### config.mk
export PLATFORM = sky130hd
export DESIGN_NAME = fifo_drain_tx
export DESIGN_NICKNAME = d
export VERILOG_FILES = /design/src/rtl/fifo_drain_tx.sv
export SDC_FILE = /design/constraint.sdc
export NUM_CORES = 1
export LEC_CHECK = 0
export ABC_AREA = 1
export CAP_MARGIN = 20
export CELL_PAD_IN_SITES_DETAIL_PLACEMENT = 1
export CELL_PAD_IN_SITES_GLOBAL_PLACEMENT = 1
export CORE_MARGIN = 4
export CORE_UTILIZATION = 38
export DETAILED_ROUTE_END_ITERATION = 8
export HOLD_SLACK_MARGIN = 0.02
export PLACE_DENSITY_LB_ADDON = 0.1
export SYNTH_ARGS = -nofsm -noshare
export SYNTH_HDL_FRONTEND = slang
export SYNTH_SLANG_ARGS = --single-unit
### constraint.sdc
create_clock -name clk_i -period 2.42 [get_ports clk_i]
set_input_delay 0.363 -clock clk_i [delete_from_list [all_inputs] [get_ports clk_i]]
set_output_delay 0.363 -clock clk_i [all_outputs]
set_load 0.01 [all_outputs]
### src/rtl/fifo_drain_tx.sv
// Drains a synchronous FIFO with one-cycle read latency onto a valid/ready stream.
// A small ring buffer absorbs the read latency so the stream sustains one beat per cycle.
module fifo_drain_tx #(
   parameter int unsigned width = 32,
   parameter int unsigned depth = 2
) (
   input  logic             clk_i,
   input  logic             rst_i,
   input  logic             enable_i,
   input  logic             fifo_empty_i,
   output logic             fifo_read_o,
   input  logic [width-1:0] fifo_data_i,
   output logic             valid_o,
   input  logic             ready_i,
   output logic [width-1:0] data_o,
   output logic [31:0]      xfer_cnt_o
);

   localparam int unsigned ptr_w = (depth > 1) ? $clog2(depth) : 1;
   localparam int unsigned occ_w = $clog2(depth + 2);

   logic [occ_w-1:0] occ_q, occ_d, occ_after;
   logic             inflight_q;
   logic [ptr_w-1:0] rd_ptr_q, rd_ptr_d;
   logic [ptr_w-1:0] wr_ptr_q, wr_ptr_d;
   logic [31:0]      cnt_q, cnt_d;
   logic             pop;
   logic [width-1:0] buf_q [depth];

   function automatic logic [ptr_w-1:0] ptr_inc(input logic [ptr_w-1:0] p);
      return (p == ptr_w'(depth - 1)) ? '0 : p + ptr_w'(1);
   endfunction

   assign valid_o    = (occ_q != '0);
   assign data_o     = valid_o ? buf_q[rd_ptr_q] : '0;
   assign xfer_cnt_o = cnt_q;

   // Next-state: a read is issued only if the returning entry is guaranteed a free slot.
   always_comb begin
      pop         = 1'b0;
      occ_after   = occ_q;
      occ_d       = occ_q;
      rd_ptr_d    = rd_ptr_q;
      wr_ptr_d    = wr_ptr_q;
      cnt_d       = cnt_q;
      fifo_read_o = 1'b0;

      pop         = valid_o & ready_i;
      occ_after   = occ_q + occ_w'(inflight_q) - occ_w'(pop);
      fifo_read_o = rst_i & enable_i & ~fifo_empty_i & (occ_after < occ_w'(depth));
      occ_d       = occ_after;
      if (inflight_q) wr_ptr_d = ptr_inc(wr_ptr_q);
      if (pop) begin
         rd_ptr_d = ptr_inc(rd_ptr_q);
         cnt_d    = cnt_q + 32'd1;
      end
   end

   always_ff @(posedge clk_i or negedge rst_i) begin
      if (!rst_i) begin
         occ_q      <= '0;
         inflight_q <= 1'b0;
         rd_ptr_q   <= '0;
         wr_ptr_q   <= '0;
         cnt_q      <= '0;
      end else begin
         occ_q      <= occ_d;
         inflight_q <= fifo_read_o;
         rd_ptr_q   <= rd_ptr_d;
         wr_ptr_q   <= wr_ptr_d;
         cnt_q      <= cnt_d;
      end
   end

   // Buffer storage needs no reset; occupancy alone qualifies its contents.
   always_ff @(posedge clk_i) begin
      if (inflight_q) buf_q[wr_ptr_q] <= fifo_data_i;
   end

endmodule

==> flow_metrics.tcl <==
set metrics [dict create \
    htreeDepth 3 \
    power.density_nw_per_um2 944 \
    status "finished clean" \
    die_area_sq_um 13200 \
    setup_slack_ns 0.101 \
    cts_root_buf "clkbuf_16" \
    ios 103 \
    drive_gt1_share_pct 7.42 \
    die-width_um 115 \
    critical-path-max-stage-delay_ns 0.41 \
    routed_wirelength_mm 11.1 \
    synthCells 422 \
    holdBufCountCts 0 \
    critPathLaunch "occ_q[0]" \
    ys_types 22 \
    synthAdderAreaFrac_pct 0.861 \
    finalCritPeriodShare_pct 95.8 \
    yosysWarnings 0 \
    grt_pass1_vias 3648 \
    pre_cts_ws_ns -0.394 \
    drt_pass1_iterations 4 \
    rows 38 \
    period_minus_slack_ns 2.32 \
    tightest_slew_ns 0.491 \
    grt_max_degree 38 \
    critPathSlowestCell "dfrtp_1" \
    cts.reportedPaths.clkPinSlew_ns 0.07 \
    synth-async-reset-ratio_pct 36.6 \
    clkPwrFrac_pct 25.0 \
    cpLargestDelayFamily "adder cells" \
    synth_edf_count 64 \
    cp.required_ns 2.06 \
    hold_viol_final 0 \
    r2r_setup_slack_ns 0.66 \
    multi_input_area_sq_um 1350 \
    min_path_type "in -> async" \
    ys_ff_latch 101 \
    worstPathArrival_ns 1.96 \
    cts.sinks 101 \
    setup_violations 0 \
    reg2reg_depth 9 \
    maxCapViolCount 0 \
    design_area_sq_um 5890 \
    antenna_found_initial 0 \
    combPwrFrac_pct 36.3 \
    worst-path-stages 8 \
    cp-endpoint "fifo_read_o" \
    synth_flop_cell "edfxtp_1" \
    die_h_um 115 \
    critPathKind "reg -> out" \
    slew_viol_final 0 \
    fin_setup_tns_ns 0 \
    synth_most_common_cell "nand2_1" \
    area_delta_synth_final_pct 35.1 \
    fmax_mhz 431 \
    startpoint_type "flip-flop" \
    critPathBufInv 2 \
    synth-compound-area-share_pct 3.79 \
    placedInstanceArea_sq_um 5580 \
    yosys.area.top_type "edfxtp_1" \
    cts_buffers 9 \
    vias 3295 \
    netSwitchingFraction_pct 32.8 \
    routabilityCongestion 0.782 \
    core_sq_um 11000 \
    yosysSeqAreaShare_pct 65.3 \
    viasPerCell 4.85 \
    reg2reg_to "inflight_q" \
    synthMuxAreaShare_pct 0 \
    pwr-share-seq_pct 38.7 \
    synth_top_family_by_area "simple AND/OR/NAND/NOR gates" \
    synth_top_area_share_pct 44.1 \
    cts_max_path_buffers 2 \
    grt_usage_pct 17.6 \
    synthSimpleGateAreaFrac_pct 20.9 \
    nFillCells 1235 \
    grt_pass1_wl_mm 18.1 \
    r2r-start "occ_q[0]" \
    syn_avg_cell_area_sq_um 10.3 \
    dp_hpwl_mm 7.95 \
    synth_xor_area_share_pct 5.02 \
    initial_core_util_pct 39.5 \
    clock_skew_ns 0.00805 \
    routedWlPerCell_um 16.3 \
    critical_path.endpoint_type "output port" \
    cp_max_fo 2 \
    antenna_left 0 \
    vdd_drop_max_mv 0.431 \
    portBuffers 102 \
    num_antenna_cells 0 \
    relSlewSlack_pct 67.3 \
    synth_area_sq_um 4360 \
    p_int_mw 3.74 \
    initialDrtViolationCount 152 \
    layout.nets 574 \
    tritoncts "built" \
    synth_common_cells "nand2_1, edfxtp_1, dfrtp_1, nor2_1, inv_1" \
    syn-num-nets 462 \
    grt_remaining_overflow 0 \
    cp_common_cell "ha_1" \
    ys_top_cells_by_area "edfxtp_1, dfrtp_1, nand2_1" \
    regArea_sq_um 2850 \
    path_cells "nor2_4 -> nor2_8 -> ha_1 -> inv_1 -> ha_1 -> xnor2_2 -> nor3_2 -> buf_2" \
    switchingPower_mw 1.83 \
    clock_latency_ns 0.34 \
    remaining_drc_errors 0 \
    leakage_nw 2.28 \
]
-- metal layers --
| layer | vias up | wire length [um] | track usage [%] | part of all wire, % |
|---|---|---|---|---|
| li1 | 1599 | - | - | - |
| met1 | 1615 | 4530 | 20.6 | 41 |
| met2 | 74 | 5890 | 32.8 | 53 |
| met3 | 7 | 592 | 3.89 | 5.3 |
| met4 | 0 | 89 | 3.76 | 0.80 |
| met5 | - | 0 | 0 | 0 |
-- cell usage in the layout, fill, tap and decap left out, types with 2 or more instances in the layout --
master / count
nor2_4: 2
nand3_2: 2
xor2_1: 10
inv_1: 33
dfrtp_1: 37
nand3_1: 16
a21oi_1: 32
buf_2: 2
buf_4: 8
nor2_2: 5
clkbuf_16: 9
nand2_1: 140
ha_1: 3
xnor2_1: 14
edfxtp_1: 64
nor3_1: 4
clkdlybuf4s50_1: 100
inv_8: 2
clkinv_4: 2
nor2_1: 34
nand4_1: 8
nand3b_1: 2
-- per-stage QoR --
stage	hold slack [ns]	power, mW	util (%)	instances
2_1_floorplan	0.0674	3.11	-	422
3_3_place_gp	0.472	4.17	50.6	661
3_5_place_dp	0.492	4.20	50.6	661
4_1_cts	0.178	5.66	53.4	679
5_1_grt	0.195	5.91	53.4	679
6_report	0.153	5.56	53.4	679
-- power by group through the flow --
stage	Combinational, mW	Clock [mW]	Sequential [mW]
2_1_floorplan	0.926	0	2.18
6_report	2.02	1.39	2.15
5_1_grt	2.22	1.50	2.18
3_3_place_gp	1.99	0	2.18
3_5_place_dp	2.01	0	2.19
4_1_cts	2.07	1.43	2.15
-- state kept, by name, indices dropped and copies added (netlist names) --
name / count
occ_q: 2
buf_q: 64
inflight_q: 1
xfer_cnt_o: 32
rd_ptr_q: 1
wr_ptr_q: 1
-- cell type report --
cell class / instances / share of cell area [%]
Timing Repair Buffer: 112 / 18.7
Tap cell: 140 / 2.97
Inverter: 34 / 2.17
Clock inverter: 6 / 0.956
Clock buffer: 10 / 3.89
Sequential cell: 101 / 48.4
Multi-Input combinational cell: 276 / 22.9
-- how the worst min path moves through the flow --
stage                        start              to  cells past startpoint
finish                       rst_i  xfer_cnt_o[30]                      2
global route                 rst_i  xfer_cnt_o[27]                      2
CTS                          rst_i  xfer_cnt_o[30]                      2
detailed placement  xfer_cnt_o[31]  xfer_cnt_o[31]                      2
global placement    xfer_cnt_o[31]  xfer_cnt_o[31]                      2
floorplan                    rst_i      inflight_q                      0
-- timing repair --
| item | CTS | global route |
|---|---|---|
| setup endpoints to repair | 1 | 32 |
| endpoints found under the hold margin | 0 | 0 |
| setup buffers | 2 | 1 |
| pin swaps | 2 | 1 |
| gates resized for setup | 6 | 1 |
-- kinds of logic after synthesis --
| kind of cell | count (synthesis) |
|---|---|
| flip-flops | 101 |
| AND/OR/NAND/NOR | 215 |
| AO/OA/AOI/OAI | 33 |
| adder cells (fa/ha/maj) | 3 |
| XOR/XNOR | 25 |
| buffers and inverters | 45 |
(Power assumes the default switching activity.)
==> variant (same flow settings) <==
Change the parameter `depth` from 2 to 1.
--- a/src/rtl/fifo_drain_tx.sv
+++ b/src/rtl/fifo_drain_tx.sv
@@ -2,7 +2,7 @@
 // A small ring buffer absorbs the read latency so the stream sustains one beat per cycle.
 module fifo_drain_tx #(
    parameter int unsigned width = 32,
-   parameter int unsigned depth = 2
+   parameter int unsigned depth = 1
 ) (
    input  logic             clk_i,
    input  logic             rst_i,
Behaviour: not the same (Yosys sat finds a counterexample within 4 cycles, from zero or initial values and one cycle with rst_i low).
==> variant against the unedited design <==
Worst setup slack lost 0.026 ns. Area after synthesis shrank 26%. Routed wire length shrank 23%. Maximum frequency shrank 1.1%. Sequential share of layout area shrank 8.9 points. Critical path type unchanged. Total power shrank 34%. Sequential cell count shrank 34. Design area shrank 21%. Combinational power shrank 33%.
==> variant: results <==
<?xml version="1.0" encoding="UTF-8"?>
<metrics>
  <group name="grt">
    <metric name="grt_pass1_vias" unit="">2858</metric>
    <metric name="largest_net_degree_at_the_start_of_global_routing" unit="">36</metric>
  </group>
  <group name="logic_synthesis">
    <metric name="post_synth_most_frequent_cells" unit="">sky130_fd_sc_hd__inv_1 (70), sky130_fd_sc_hd__nand2_1 (66), sky130_fd_sc_hd__nor2_1 (55)</metric>
    <metric name="synth_cells" unit="">345</metric>
    <metric name="synth.yosys.seq_area_share" unit="%">56.9</metric>
    <metric name="synth.net_count" unit="">385</metric>
    <metric name="yosys_most_used_dff" unit="">sky130_fd_sc_hd__dfrtp_1</metric>
    <metric name="postSynth.asyncResetShare" unit="%">52.2</metric>
    <metric name="synthAdderAreaFrac" unit="%">1.16</metric>
    <metric name="synthXorXnorAreaFrac" unit="%">5.16</metric>
    <metric name="synth-compound-area-share" unit="%">0.581</metric>
    <metric name="synth.top_cells.by_area" unit="">sky130_fd_sc_hd__edfxtp_1 (30%), sky130_fd_sc_hd__dfrtp_1 (27%), sky130_fd_sc_hd__inv_1 (8.1%)</metric>
    <metric name="synth_edf_count" unit="">32</metric>
  </group>
  <group name="clock_tree">
    <metric name="cts.root.buffer_cell" unit="">sky130_fd_sc_hd__clkbuf_8</metric>
  </group>
  <group name="placement">
    <metric name="place_congestion" unit="">0.750</metric>
    <metric name="post-place-cells" unit="">553</metric>
  </group>
  <group name="run_status">
    <metric name="outcome" unit="">complete, no violations</metric>
  </group>
  <group name="routing">
    <metric name="finalWirelength" unit="mm">8.50</metric>
    <metric name="vias" unit="">2640</metric>
    <metric name="drt-wirelength-per-cell" unit="µm">14.8</metric>
    <metric name="initial_detailed_routing_violation_count" unit="">82</metric>
  </group>
  <group name="pwr">
    <metric name="cellLeakagePower" unit="µW">0.00199</metric>
    <metric name="peakVddDrop" unit="mV">0.343</metric>
  </group>
  <group name="finish">
    <metric name="drive_gt1_share" unit="%">12.8</metric>
    <metric name="final.fill_count" unit="">948</metric>
    <metric name="design.final.nets" unit="">504</metric>
  </group>
  <group name="worst_hold_path">
    <metric name="min_path_type" unit="">flop to flop</metric>
  </group>
  <group name="sta">
    <metric name="timing.clock.skew" unit="ns">0.0100</metric>
    <metric name="worst_slew_pin_slew" unit="ns">0.476</metric>
  </group>
</metrics>
==> variant: changes by cell type in the layout (fill, tap and decap cells not counted), sizes merged, moves of 5 or more <==
cell,delta
nand2,-68
nand4,+5
inv,+34
edfxtp,-32
nor2,+28
xnor2,-6
a21oi,-32
==> variant: final timing paths <==
kind,slack [ns],cells after the start,end,startpoint
min in group asynchronous,0.57,2,xfer_cnt_o[6],rst_i
max in group asynchronous,1.51,2,xfer_cnt_o[16],rst_i
min,0.50,2,xfer_cnt_o[31],xfer_cnt_o[31]
min reg2reg,0.50,2,xfer_cnt_o[31],xfer_cnt_o[31]
max,0.07,9,fifo_read_o,occ_q[0]
max reg2reg,0.57,10,occ_q[1],occ_q[0]
==> variant: what timing repair did <==
| item | 4_1_cts | 5_1_grt |
|---|---|---|
| pin swaps | 4 | 2 |
| buffers inserted | 4 | 1 |
| cloned | 0 | 0 |
| setup endpoints to repair | 1 | 1 |
| gates resized for setup | 10 | 4 |
| hold buffers | 0 | 0 |
| endpoints found under the hold margin | 0 | 0 |
==> variant: report_power, final <==
group / switching (µW) / internal, µW
Clock: 426 / 473
Combinational: 638 / 722
Sequential: 93.7 / 1330
Total: 1160 / 2530
==> variant: cell type report <==
| type | count | area share (%) |
|---|---|---|
| clock buffers | 11 | 2.82 |
| multi-input cells | 203 | 24.6 |
| clock inverters | 5 | 1.18 |
| inverters | 71 | 5.72 |
| flip-flops and latches | 67 | 39.5 |
| repair buffers | 112 | 23.4 |
| well taps | 105 | 2.82 |
==> variant: kinds of logic after synthesis <==
group,Yosys count
AOI/OAI and AO/OA,2
xor gates and xnor gates,19
adders and majority gates,3
buffers and inverters,75
DFF,67
and+or+nand+nor,179
==> variant: layer usage <==
layer / GRT usage [%] / routed length, µm / vias to the layer above
met4: 5.60 / 95 / 0
met2: 30.6 / 4190 / 70
met5: 0 / 0 / -
li1: - / - / 1297
met3: 3.34 / 468 / 10
met1: 23.3 / 3750 / 1263
==> variant: critical path, cell delays in order (launching register included) <==
cell and delay [ns]:
sky130_fd_sc_hd__dfrtp_1 0.41, sky130_fd_sc_hd__nor2_4 0.15, sky130_fd_sc_hd__nor2_4 0.05, sky130_fd_sc_hd__ha_4 0.27, sky130_fd_sc_hd__inv_2 0.04, sky130_fd_sc_hd__ha_4 0.15, sky130_fd_sc_hd__xnor2_2 0.14, sky130_fd_sc_hd__xor2_1 0.23
sky130_fd_sc_hd__nor2_2 0.06, sky130_fd_sc_hd__buf_2 0.14
==> variant: stage by stage <==
stage               instance area [µm²]  setup TNS [ns]  hold WS, ns
floorplan                          3230               0       0.0674
global placement                   4400          -0.304        0.479
detailed placement                 4400          -0.432        0.491
CTS                                4630               0        0.508
global route                       4660         -0.0143        0.541
finish                             4660               0        0.504
